--- config.mk ---
export PLATFORM = sky130hd
export DESIGN_NAME = tof_frame_parser_flat
export DESIGN_NICKNAME = d
export VERILOG_FILES = /design/src/rtl/tof_frame_parser_if.sv /design/src/rtl/tof_frame_parser.sv /design/src/flat_wrapper.sv
export SDC_FILE = /design/constraint.sdc
export NUM_CORES = 1
export LEC_CHECK = 0
export BUFFER_PORTS_ARGS = -buffer_cell sky130_fd_sc_hd__buf_2
export CORE_MARGIN = 5
export CORE_UTILIZATION = 28
export CTS_CLUSTER_SIZE = 14
export DETAILED_ROUTE_END_ITERATION = 6
export HOLD_SLACK_MARGIN = 0.08
export SLEW_MARGIN = 40
export SYNTH_ARGS = -nofsm -noshare
export SYNTH_HDL_FRONTEND = slang
export SYNTH_SLANG_ARGS = --single-unit
--- constraint.sdc ---
create_clock -name clk -period 8.25 [get_ports clk]
set_input_delay 0.4125 -clock clk [delete_from_list [all_inputs] [get_ports clk]]
set_output_delay 0.4125 -clock clk [all_outputs]
set_load 0.01 [all_outputs]
--- src/rtl/tof_frame_parser_if.sv ---
// tof_frame_parser_if: byte stream from the UART receiver into the TOF10120
// frame parser, plus the parsed distance / error reporting back out.
// The parser connects through the slave modport; the UART side (or a bench)
// uses the master modport.
interface tof_frame_parser_if #(
    parameter int DIST_W = 16
);
    logic [7:0]        in_data;
    logic              in_valid;
    logic [DIST_W-1:0] dist_mm;
    logic              dist_valid;
    logic              frame_err;
    logic [1:0]        err_code;
    logic [15:0]       frame_cnt;

    modport master (
        output in_data,
        output in_valid,
        input  dist_mm,
        input  dist_valid,
        input  frame_err,
        input  err_code,
        input  frame_cnt
    );

    modport slave (
        input  in_data,
        input  in_valid,
        output dist_mm,
        output dist_valid,
        output frame_err,
        output err_code,
        output frame_cnt
    );
endinterface

--- src/rtl/tof_frame_parser.sv ---
// tof_frame_parser: parses TOF10120 ASCII distance frames ("1234mm\r\n")
// arriving one byte per in_valid strobe, converts the decimal digits to a
// binary millimetre value and reports malformed frames and inter-byte
// timeouts through a one-cycle frame_err pulse and a held err_code.
// Optional feature macro: TOF_RANGE_CHECK_EN -- when defined, a completed
// frame whose value exceeds MAX_DIST_MM is rejected with err_code 2.
module tof_frame_parser #(
    parameter int DIST_W      = 16,
    parameter int MAX_DIGITS  = 4,
    parameter int TIMEOUT_CYC = 104160,
    parameter int MAX_DIST_MM = 1800
) (
    input  logic clk,
    input  logic rst,
    tof_frame_parser_if.slave bus
);

    localparam int NDIG_W = $clog2(MAX_DIGITS + 1);
    localparam int TCNT_W = (TIMEOUT_CYC > 2) ? $clog2(TIMEOUT_CYC) : 1;

    localparam logic [NDIG_W-1:0] MAX_NDIG = NDIG_W'(MAX_DIGITS);
    localparam logic [TCNT_W-1:0] TO_LAST  = TCNT_W'(TIMEOUT_CYC - 1);

    localparam logic [7:0] CH_M  = 8'h6D;
    localparam logic [7:0] CH_CR = 8'h0D;
    localparam logic [7:0] CH_LF = 8'h0A;

    localparam logic [1:0] ERR_CHAR    = 2'd1;
    localparam logic [1:0] ERR_OVF     = 2'd2;
    localparam logic [1:0] ERR_TIMEOUT = 2'd3;

    typedef enum logic [2:0] {
        IDLE,
        DIGITS,
        UNIT2,
        WAIT_CR,
        WAIT_LF
    } state_t;

    state_t            state;
    logic [DIST_W-1:0] acc;
    logic [NDIG_W-1:0] ndig;
    logic [TCNT_W-1:0] tcnt;

    logic              is_digit;
    logic [3:0]        digit_val;
    logic [DIST_W-1:0] acc_next;
    logic              range_ok;
    logic              err_now;
    logic [1:0]        err_kind;
    logic              frame_done;

    assign is_digit  = (bus.in_data >= 8'h30) && (bus.in_data <= 8'h39);
    assign digit_val = bus.in_data[3:0];
    assign acc_next  = acc * DIST_W'(10) + DIST_W'(digit_val);

`ifdef TOF_RANGE_CHECK_EN
    assign range_ok = (acc <= DIST_W'(MAX_DIST_MM));
`else
    logic unused_range;
    assign range_ok     = 1'b1;
    assign unused_range = (acc > DIST_W'(MAX_DIST_MM));
`endif

    // Decide whether this cycle ends the frame, either as a good frame or
    // with one of the three error causes; a byte always beats the timeout.
    always_comb begin
        err_now    = 1'b0;
        err_kind   = 2'd0;
        frame_done = 1'b0;
        if (bus.in_valid) begin
            case (state)
                DIGITS: begin
                    if (is_digit) begin
                        if (ndig == MAX_NDIG) begin
                            err_now  = 1'b1;
                            err_kind = ERR_OVF;
                        end
                    end else if (bus.in_data != CH_M) begin
                        err_now  = 1'b1;
                        err_kind = ERR_CHAR;
                    end
                end
                UNIT2: begin
                    if (bus.in_data != CH_M) begin
                        err_now  = 1'b1;
                        err_kind = ERR_CHAR;
                    end
                end
                WAIT_CR: begin
                    if (bus.in_data != CH_CR) begin
                        err_now  = 1'b1;
                        err_kind = ERR_CHAR;
                    end
                end
                WAIT_LF: begin
                    if (bus.in_data != CH_LF) begin
                        err_now  = 1'b1;
                        err_kind = ERR_CHAR;
                    end else if (!range_ok) begin
                        err_now  = 1'b1;
                        err_kind = ERR_OVF;
                    end else begin
                        frame_done = 1'b1;
                    end
                end
                default: ;
            endcase
        end else if ((state != IDLE) && (tcnt == TO_LAST)) begin
            err_now  = 1'b1;
            err_kind = ERR_TIMEOUT;
        end
    end

    // Frame state machine with registered outputs: errors and completed
    // frames return to IDLE, otherwise each byte advances the frame.
    always_ff @(posedge clk or negedge rst) begin
        if (!rst) begin
            state          <= IDLE;
            acc            <= '0;
            ndig           <= '0;
            tcnt           <= '0;
            bus.dist_mm    <= '0;
            bus.dist_valid <= 1'b0;
            bus.frame_err  <= 1'b0;
            bus.err_code   <= 2'd0;
            bus.frame_cnt  <= 16'd0;
        end else begin
            bus.dist_valid <= 1'b0;
            bus.frame_err  <= 1'b0;
            if (err_now) begin
                bus.frame_err <= 1'b1;
                bus.err_code  <= err_kind;
                state         <= IDLE;
                acc           <= '0;
                ndig          <= '0;
                tcnt          <= '0;
            end else if (frame_done) begin
                bus.dist_mm    <= acc;
                bus.dist_valid <= 1'b1;
                bus.frame_cnt  <= bus.frame_cnt + 16'd1;
                state          <= IDLE;
                acc            <= '0;
                ndig           <= '0;
                tcnt           <= '0;
            end else if (bus.in_valid) begin
                tcnt <= '0;
                case (state)
                    IDLE: begin
                        if (is_digit) begin
                            acc   <= DIST_W'(digit_val);
                            ndig  <= NDIG_W'(1);
                            state <= DIGITS;
                        end
                    end
                    DIGITS: begin
                        if (is_digit) begin
                            acc  <= acc_next;
                            ndig <= ndig + NDIG_W'(1);
                        end else begin
                            state <= UNIT2;
                        end
                    end
                    UNIT2:   state <= WAIT_CR;
                    WAIT_CR: state <= WAIT_LF;
                    default: state <= IDLE;
                endcase
            end else if (state != IDLE) begin
                tcnt <= tcnt + TCNT_W'(1);
            end
        end
    end

endmodule

--- src/flat_wrapper.sv ---
// flat-port wrapper written by rule: the top's interface ports become plain ports
module tof_frame_parser_flat 
#(
    parameter int DIST_W      = 16,
    parameter int MAX_DIGITS  = 4,
    parameter int TIMEOUT_CYC = 104160,
    parameter int MAX_DIST_MM = 1800
)
  (clk, rst, bus_in_data, bus_in_valid, bus_dist_mm, bus_dist_valid, bus_frame_err, bus_err_code, bus_frame_cnt);
  tof_frame_parser_if #(.DIST_W(DIST_W)) bus_i ();
  input  logic clk;
  input  logic rst;
  input wire logic [$bits(bus_i.in_data)-1:0] bus_in_data;
  input wire logic [$bits(bus_i.in_valid)-1:0] bus_in_valid;
  output wire logic [$bits(bus_i.dist_mm)-1:0] bus_dist_mm;
  output wire logic [$bits(bus_i.dist_valid)-1:0] bus_dist_valid;
  output wire logic [$bits(bus_i.frame_err)-1:0] bus_frame_err;
  output wire logic [$bits(bus_i.err_code)-1:0] bus_err_code;
  output wire logic [$bits(bus_i.frame_cnt)-1:0] bus_frame_cnt;
  assign bus_i.in_data = bus_in_data;
  assign bus_i.in_valid = bus_in_valid;
  assign bus_dist_mm = bus_i.dist_mm;
  assign bus_dist_valid = bus_i.dist_valid;
  assign bus_frame_err = bus_i.frame_err;
  assign bus_err_code = bus_i.err_code;
  assign bus_frame_cnt = bus_i.frame_cnt;
  tof_frame_parser #(.DIST_W(DIST_W), .MAX_DIGITS(MAX_DIGITS), .TIMEOUT_CYC(TIMEOUT_CYC), .MAX_DIST_MM(MAX_DIST_MM)) u_core (.clk(clk), .rst(rst), .bus(bus_i));
endmodule
==> results.cfg <==
[floorplan]
core-area_um2 = 15260
row_count = 45
fp.dieH_um = 134.7
die_width_um = 134.7
initial_utilization_pct = 28.54
die-area_um2 = 18150
io_pins = 47

[yosys]
syn-num-nets = 500
synth.yosys.seq_area_share_pct = 43.09
syn_avg_cell_area_um2 = 9.530
synthDistinctLibCells = 54
yosys_warnings = 0
synth_seq_cells = 75
synthCells = 457
synth_largest_area_cell = dfrtp_1
syn-cell-area_um2 = 4355
synth_top_cell_area_share_pct = 43.09
synth_edf_count = 0
synthFlopType = dfrtp_1
synth_area_leaders = dfrtp_1, ha_1, nand2_1
synthArstFlopShare_pct = 100.0

[layout]
layout_common_cells = nand2_1, dfrtp_1, buf_2
area_growth_pct = 17.44
final_common_cell = nand2_1
fin_nets = 546
drive_gt1_share_pct = 16.14

[global_route]
grt_max_degree = 76
grt_usage_pct = 11.65
grt_pass1_wl_um = 17460
grt-ovfl-total = 0
grt_pass1_vias = 3508
grt_use_met2_pct = 17.40
busiest_layer = met2
use_met1_pct = 16.30
antenna_found_initial = 1
use_met3_pct = 2.347

[route]
first_iter_violations = 214
first_pass_iters = 4
viasPerCell = 4.910
finalWirelength_um = 10030
drc_errors = 0
wl_per_cell_um = 13.93
ant_nets = 0
vias = 3535

[place]
pre_cts_slack_ps = 4990
io_buffers = 46
place_congestion = 0.8284
hpwl_um = 7116

[run_status]
status = finished, final reports clean

[sta]
tightest_slew_ps = 704.7
max_slew_margin_pct = 53.02
fmax_mhz = 304.9
fin_crit_ps = 3280
worst_slack_ps = 4970
post-route-period-util_pct = 39.76
slew_viol_final = 0
clock_skew_ps = 7.786
hold_viol_final = 0
setup_tns_ps = 0
final-setup-viol-count = 0
rsz0062_at_grt = no

[setup_path]
cp-end-kind = flip-flop
crit_required_ps = 8470
crit_type = reg2reg
r2r_slack_ps = 4970
arrival_ps = 3510
cp_max_fo = 4
critPathLaunchType = flip-flop

[cts]
clockBufferDepth = 2
clock_latency_ps = 340
cts_hold_buf = 0
ctsResizeCount = 0
tritoncts = yes
cts_setup_buffers = 0
root_buffer = clkbuf_16
htreeDepth = 3
cts_sinks = 75
clk_pin_slew_worst_paths_ps = 60
cts_buffers = 9

[power_and_ir_drop]
p_leak_nw = 2.556
peakVddDrop_mv = 0.1230
power.density_nw_per_um2 = 214.5

[hold_path]
hold_path_class = in2async

[run]
drv_cap = 0
registers in the layout, indices dropped and copies added (netlist names):
signal / cells
u_core.bus.frame_err: 1
u_core.tcnt: 17
u_core.bus.dist_mm: 16
u_core.bus.err_code: 2
u_core.state: 3
u_core.bus.dist_valid: 1
u_core.ndig: 3
u_core.acc: 16
u_core.bus.frame_cnt: 16
metrics by stage:
stage	utilization, %	hold slack, ps	cell area, um2	total power [mW]	std cells
after floorplan	-	116.9	4355	0.6403	457
after global placement	31.51	455.9	4808	0.6965	703
after detailed placement	31.54	459.2	4812	0.7070	703
after CTS	33.46	128.9	5106	1.112	719
after global routing	33.52	166.8	5115	1.166	720
final	33.52	94.14	5115	1.097	720
kinds of logic after synthesis:
family          synth area share [%]
flops                          43.09
xor+xnor                       8.446
compound gates                 15.34
mux                           0.4884
fa+ha+maj                      9.538
buf+inv                        2.470
simple gates                   20.63
layout make-up:
class	count	area [um2]
fillers	1570	10140
multi-input cells	358	2384
flip-flops and latches	75	1877
well taps	211	264.0
repair buffers	48	251.5
clock buffers	10	229.0
clock inverters	6	65.06
inverters	11	42.54
diodes	1	2.502
synthesized netlist by cell type (3+ instances only):
| master | number |
|---|---|
| a31oi_1 | 6 |
| nand2b_1 | 4 |
| clkbuf_1 | 10 |
| nor2b_1 | 4 |
| inv_1 | 10 |
| a21o_1 | 8 |
| nand4_1 | 8 |
| dfrtp_1 | 75 |
| and3_1 | 12 |
| nor4_1 | 3 |
| xor2_1 | 17 |
| nor2_1 | 22 |
| o31ai_2 | 4 |
| xnor2_1 | 25 |
| o31ai_1 | 5 |
| nand3_1 | 17 |
| o21ai_0 | 35 |
| nor3_1 | 10 |
| a22o_1 | 13 |
| ha_1 | 30 |
| nand2_1 | 86 |
| a21oi_1 | 15 |
layer usage:
layer  routed length [um]  vias to the layer above
li1                     -                     1727
met1                 4812                     1686
met2                 4391                      108
met3                  604                       14
met4                  217                        0
met5                    0                        -
path summary, 6_finish.rpt:
path | startpoint | endpoint | depth (start not counted)
worst max-delay path | u_core.acc[1]$_DFFE_PN0P_ | u_core.acc[13]$_DFFE_PN0P_ | 10
worst min-delay path | rst | u_core.bus.dist_mm[13]$_DFFE_PN0P_ | 1
worst max register to register | u_core.acc[1]$_DFFE_PN0P_ | u_core.acc[13]$_DFFE_PN0P_ | 10
worst min register to register | u_core.bus.dist_mm[7]$_DFFE_PN0P_ | u_core.bus.dist_mm[7]$_DFFE_PN0P_ | 2
max in group asynchronous | rst | u_core.tcnt[9]$_DFFE_PN0P_ | 1
min in group clk | bus_in_valid | u_core.bus.err_code[0]$_DFFE_PN0N_ | 2
worst max-delay path, stage by stage (launching register included):
cell	delay, ps
dfrtp_1	420
ha_1	310
ha_1	240
fa_1	410
a21o_1	230
a21oi_1	250
xor2_1	140
nor3_1	270
nand3_1	230
or3_1	420
a32o_1	250
power by group:
part	total, mW	switching, mW	leakage [nW]	internal (mW)
Combinational	0.271	0.164	1.38	0.107
Sequential	0.431	0.0372	1.03	0.394
Clock	0.395	0.160	0.143	0.235
Total	1.10	0.361	2.56	0.736
Power figures use the tool's default switching activity.
